--- config.mk ---
export PLATFORM = sky130hd
export DESIGN_NAME = lamp_dwell_timer
export DESIGN_NICKNAME = d
export VERILOG_FILES = /design/src/rtl/lamp_dwell_timer.sv
export SDC_FILE = /design/constraint.sdc
export NUM_CORES = 1
export LEC_CHECK = 0
export CAP_MARGIN = 20
export CORE_AREA = 5 5 81 83
export CTS_CLUSTER_SIZE = 28
export DETAILED_ROUTE_END_ITERATION = 12
export DIE_AREA = 0 0 86 88
export DONT_BUFFER_PORTS = 1
export GPL_ROUTABILITY_DRIVEN = 0
export SYNTH_ARGS = -nofsm -noshare
export SYNTH_HDL_FRONTEND = slang
export SYNTH_SLANG_ARGS = --single-unit
--- constraint.sdc ---
create_clock -name clock -period 2 [get_ports clock]
set_clock_uncertainty 0.05 [all_clocks]
set_input_delay 0.2 -clock clock [delete_from_list [all_inputs] [get_ports clock]]
set_output_delay 0.2 -clock clock [all_outputs]
set_load 0.01 [all_outputs]
--- src/rtl/lamp_dwell_timer.sv ---
// Pacing stage for the cyclic lamp sequencer: holds each lamp phase for a
// programmable number of prescaled ticks, then pulses `step` and waits for the new code.
module lamp_dwell_timer #(
    parameter int TICK_DIV      = 2,
    parameter int CNT_W         = 8,
    parameter int GREEN_TICKS   = 20,
    parameter int YELLOW_TICKS  = 4,
    parameter int RED_TICKS     = 16,
    parameter int PED_MIN_GREEN = 5,
    parameter int ACK_TIMEOUT   = 3
) (
    input  logic             clock,
    input  logic             reset_n,
    input  logic [2:0]       light,
    input  logic             ped_req,
    input  logic             hold,
    output logic             step,
    output logic [CNT_W-1:0] phase_remaining,
    output logic             ped_pending,
    output logic             fault,
    output logic [2:0]       state_dbg
);

    localparam int PW = (TICK_DIV > 1) ? $clog2(TICK_DIV) : 1;
    localparam int AW = (ACK_TIMEOUT > 1) ? $clog2(ACK_TIMEOUT) : 1;

    localparam logic [2:0]       L_RED      = 3'b100;
    localparam logic [2:0]       L_GREEN    = 3'b010;
    localparam logic [2:0]       L_YELLOW   = 3'b001;
    localparam logic [PW-1:0]    PRESC_LAST = PW'(TICK_DIV - 1);
    localparam logic [AW-1:0]    ACK_LAST   = AW'(ACK_TIMEOUT - 1);
    localparam logic [CNT_W-1:0] GREEN_CNT  = CNT_W'(GREEN_TICKS);
    localparam logic [CNT_W-1:0] YELLOW_CNT = CNT_W'(YELLOW_TICKS);
    localparam logic [CNT_W-1:0] RED_CNT    = CNT_W'(RED_TICKS);
    localparam logic [CNT_W:0]   PED_MIN    = (CNT_W + 1)'(PED_MIN_GREEN);

    typedef enum logic [2:0] {
        S_IDLE,
        S_LOAD,
        S_COUNT,
        S_STEP,
        S_WAIT_ACK,
        S_FAULT
    } state_t;

    state_t          state;
    logic [PW-1:0]   presc;
    logic [AW-1:0]   ack_cnt;
    logic [2:0]      light_ld;
    logic [2:0]      exp_code;
    logic [2:0]      next_code;
    logic [CNT_W:0]  elapsed;
    logic            tick;
    logic            count_tick;
    logic            ped_exit;
    logic            end_phase;
    logic            light_bad;
    logic            leave_green;

    assign state_dbg = state;

    // Elapsed green ticks including the tick being evaluated now.
    assign elapsed     = {1'b0, GREEN_CNT} - {1'b0, phase_remaining} + {{CNT_W{1'b0}}, 1'b1};
    assign tick        = (presc == PRESC_LAST);
    assign count_tick  = tick && !hold;
    assign light_bad   = (light != light_ld);
    assign ped_exit    = (light_ld == L_GREEN) && ped_pending && (elapsed >= PED_MIN);
    assign end_phase   = count_tick && ((phase_remaining == CNT_W'(1)) || ped_exit);
    assign leave_green = (light_ld == L_GREEN) &&
                         (((state == S_COUNT) && !light_bad && end_phase) || (state == S_STEP));

    always_comb begin
        next_code = L_GREEN;
        case (light_ld)
            L_GREEN:  next_code = L_YELLOW;
            L_YELLOW: next_code = L_RED;
            default:  next_code = L_GREEN;
        endcase
    end

    // Advance handshake: `step` is a single-cycle request; the sequencer acknowledges
    // by presenting the successor code on `light` within ACK_TIMEOUT cycles of it.
    always_ff @(posedge clock or negedge reset_n) begin
        if (!reset_n) begin
            state           <= S_IDLE;
            step            <= 1'b0;
            fault           <= 1'b0;
            ped_pending     <= 1'b0;
            phase_remaining <= '0;
            presc           <= '0;
            ack_cnt         <= '0;
            light_ld        <= '0;
            exp_code        <= '0;
        end else begin
            step <= 1'b0;
            if (leave_green) begin
                ped_pending <= 1'b0;
            end else if (ped_req) begin
                ped_pending <= 1'b1;
            end

            case (state)
                S_IDLE: begin
                    state <= S_LOAD;
                end
                S_LOAD: begin
                    presc    <= '0;
                    light_ld <= light;
                    state    <= S_COUNT;
                    case (light)
                        L_GREEN:  phase_remaining <= GREEN_CNT;
                        L_YELLOW: phase_remaining <= YELLOW_CNT;
                        L_RED:    phase_remaining <= RED_CNT;
                        default: begin
                            phase_remaining <= '0;
                            fault           <= 1'b1;
                            state           <= S_FAULT;
                        end
                    endcase
                end
                S_COUNT: begin
                    if (tick) begin
                        presc <= '0;
                    end else begin
                        presc <= presc + PW'(1);
                    end
                    if (light_bad) begin
                        phase_remaining <= '0;
                        fault           <= 1'b1;
                        state           <= S_FAULT;
                    end else if (end_phase) begin
                        phase_remaining <= '0;
                        step            <= 1'b1;
                        state           <= S_STEP;
                    end else if (count_tick) begin
                        phase_remaining <= phase_remaining - CNT_W'(1);
                    end
                end
                S_STEP: begin
                    exp_code <= next_code;
                    ack_cnt  <= '0;
                    state    <= S_WAIT_ACK;
                end
                S_WAIT_ACK: begin
                    if (light == exp_code) begin
                        state <= S_LOAD;
                    end else if (ack_cnt == ACK_LAST) begin
                        fault <= 1'b1;
                        state <= S_FAULT;
                    end else begin
                        ack_cnt <= ack_cnt + AW'(1);
                    end
                end
                S_FAULT: begin
                    fault           <= 1'b1;
                    phase_remaining <= '0;
                end
                default: begin
                    fault <= 1'b1;
                    state <= S_FAULT;
                end
            endcase
        end
    end

endmodule
==> impl_metrics.csv <==
group,metric,value,unit
cells_and_area,design_area,1980,um2
place,hpwl,2700,um
cells_and_area,fin_cells,260,
die,initial_core_util,26.0,%
place,portBuffers,0,
sta,slew_headroom,59.3,%
cells_and_area,drive_gt1_share,34.6,%
clocking,cts.path.max_buffers,2,
pwr,ir_worst_vdd,0.205,mV
grt,overflow,0,
detailed_routing,wire_per_inst,14.6,um
synth,yosysWarnings,0,
place,placed_cell_area,1790,um2
grt,antenna_found_initial,0,
clocking,clk_pin_slew,0.09,ns
synth,syn_nets,168,
clocking,cts_tree,"done",
cells_and_area,layout_common_cells,"buf_4, dfrtp_1, nand2_1",
sta,fin_crit_sh,103,%
detailed_routing,vias,1264,
place,pre_cts_slack,-0.0919,ns
die,chipHeight,88,um
cells_and_area,insertedDiodeCount,0,
critical_path,crit_path_start_kind,"flip-flop",
die,num_rows,28,
grt,grt_pass1_wl,6300,um
grt,grt_max_degree,24,
detailed_routing,ant_nets,0,
synth,synth_top_area_share,38.2,%
worst_hold_path,holdCritPathClass,"input port to flip-flop",
die,dieArea,7570,um2
detailed_routing,drc,0,
critical_path,required,2.10,ns
status,status,"complete, but fails checks",
critical_path,endpoint_kind,"flip-flop",
critical_path,crit_fanout,5,
synth,synthesis.area,1510,um2
synth,ys_seq_elements,23,
sta,rsz0062_at_grt,"yes",
synth,synth_area_leaders,"dfrtp_1, ha_1, nand2_1, xor2_1, mux2_2",
pwr,p_total,813,uW
job,cap_viol_max_count,0,
sta,min_period,2.07,ns
detailed_routing,drt_iter0_markers,80,
critical_path,path_class,"flip-flop to flip-flop",
clocking,cts_buffers,3,
die,die_w,86,um
cells_and_area,nNetsFinal,200,
die,core_region_area,5780,um2
sta,timing.final.hold_violations,0,
status,violations,"setup timing",
place,post-place-cells,248,
detailed_routing,dr.pass1.iters,4,
synth,synth.distinct_cells,41,
sta,worst_slack,-0.0689,ns
pwr,leakagePower,0.000879,uW
clocking,clk_latency,0.27,ns
cells_and_area,area_delta_synth_final,31.7,%
sta,setup_viol,8,
synth,ys_seq_area_share,38.2,%
clocking,h-tree-depth,1,
grt,grt_use_total,10.5,%
sta,fmax,483,MHz
sta,drv_slew,0,
sta,worstMarginPinSlew,0.607,ns
cells_and_area,mostFrequentLayoutCell,"buf_4",
critical_path,critPathArrivalTime,2.17,ns
grt,first_global_vias,1237,
detailed_routing,drt_wl_total,3790,um
pwr,cellPowerDensity,410,nW/um2
clocking,root_buffer,"clkbuf_8",
sta,tns,-0.237,ns
synth,synthCells,154,
synth,yosysTopAreaCell,"dfrtp_1",
detailed_routing,via_per_inst,4.86,
synth,syn_area_per_cell,9.77,um2
die,io_pins,21,
clocking,cts_sinks,23,
cell usage after synthesis (all sizes together):
master,number
xor2,7
nor3b,1
buf,5
a221o,5
mux2,5
nand3b,1
a31oi,1
o21ai,14
mux2i,3
a311oi,1
a21oi,6
o31ai,3
or4,2
a22o,2
nor2b,5
a2111oi,1
nor3,9
a311o,1
and3,1
nand2b,1
nand3,2
a31o,1
a21boi,1
dfrtp,23
ha,7
o41ai,1
nor4b,2
nor2,9
nor4,1
clkbuf,1
nand2,18
a22oi,1
inv,9
xnor2,4
power breakdown:
group	internal, uW	total (uW)	leakage (uW)	switching [uW]
clock	141	305	0.0000217	164
sequential	465	465	0.000283	0.0000000000000788
combinational	20.4	43.7	0.000574	23.3
per-layer routing:
metal / GRT usage (%) / up-vias / routed length, um / share of wire [%]
met2: 16.0 / 31 / 1760 / 46
met5: 0 / - / 0 / 0
met4: 3.02 / 0 / 38 / 1.0
li1: - / 625 / - / -
met1: 14.0 / 604 / 1670 / 44
met3: 3.95 / 4 / 323 / 8.5
cell families (layout without fill, tap and decap cells):
family / Yosys count / after routing / synth area share (%)
mux: 8 / 8 / 5.74
flops: 23 / 23 / 38.2
fa+ha+maj: 7 / 7 / 5.82
compound gates: 38 / 39 / 19.5
buf+inv: 15 / 45 / 4.07
xor+xnor: 11 / 11 / 6.40
simple gates: 52 / 52 / 20.3
area by class of cell:
cell class	instances	area, um2
clock buffer	3	41.3
sequential	23	577
fill	600	3800
timing repair buffer	32	269
tap	75	93.8
inverter	9	33.8
multi-input combinational	117	960
clock inverter	1	7.51
what timing repair did:
| item | CTS | global route |
|---|---|---|
| pin swaps | 3 | 6 |
| gates cloned | 1 | 0 |
| buffers inserted | 2 | 3 |
| setup endpoints to repair | 8 | 9 |
| resized for setup | 0 | 11 |
| hold endpoints to repair | 24 | 0 |
| hold buffers | 2 | 0 |
final timing paths:
kind | from | endpoint | slack (ns) | depth (start not counted)
worst max-delay path | phase_remaining[1] | phase_remaining[2] | -0.07 | 8
min in group asynchronous | reset_n | ack_cnt[1] | 0.25 | 1
worst max register to register | phase_remaining[1] | phase_remaining[2] | -0.07 | 8
max in group asynchronous | reset_n | phase_remaining[2] | 1.20 | 2
worst min-delay path | light[2] | light_ld[2] | 0.03 | 1
worst min register to register | exp_code[1] | exp_code[1] | 0.46 | 2
stage by stage:
stage	utilization, %	hold WS (ns)
after floorplan	-	-0.146
after global placement	31.0	-0.145
after detailed placement	31.0	-0.145
after CTS	32.7	0.0173
after global routing	34.3	0.00813
final	34.3	0.0261
sequential cells by signal, summed over array words and instances, names as in the netlist, 2 cells and up:
register,count
phase_remaining,8
exp_code,3
light_ld,3
state_dbg,3
ack_cnt,2
worst max-delay path, stage by stage (launching register included):
cell and delay [ns]:
dfrtp_1 0.42, inv_2 0.11, ha_4 0.21, nor2b_4 0.12, a2111oi_4 0.06, buf_4 0.16
a311oi_4 0.40, o31ai_1 0.11, a221o_1 0.31
Note: power is estimated with default switching activity, not from simulation.
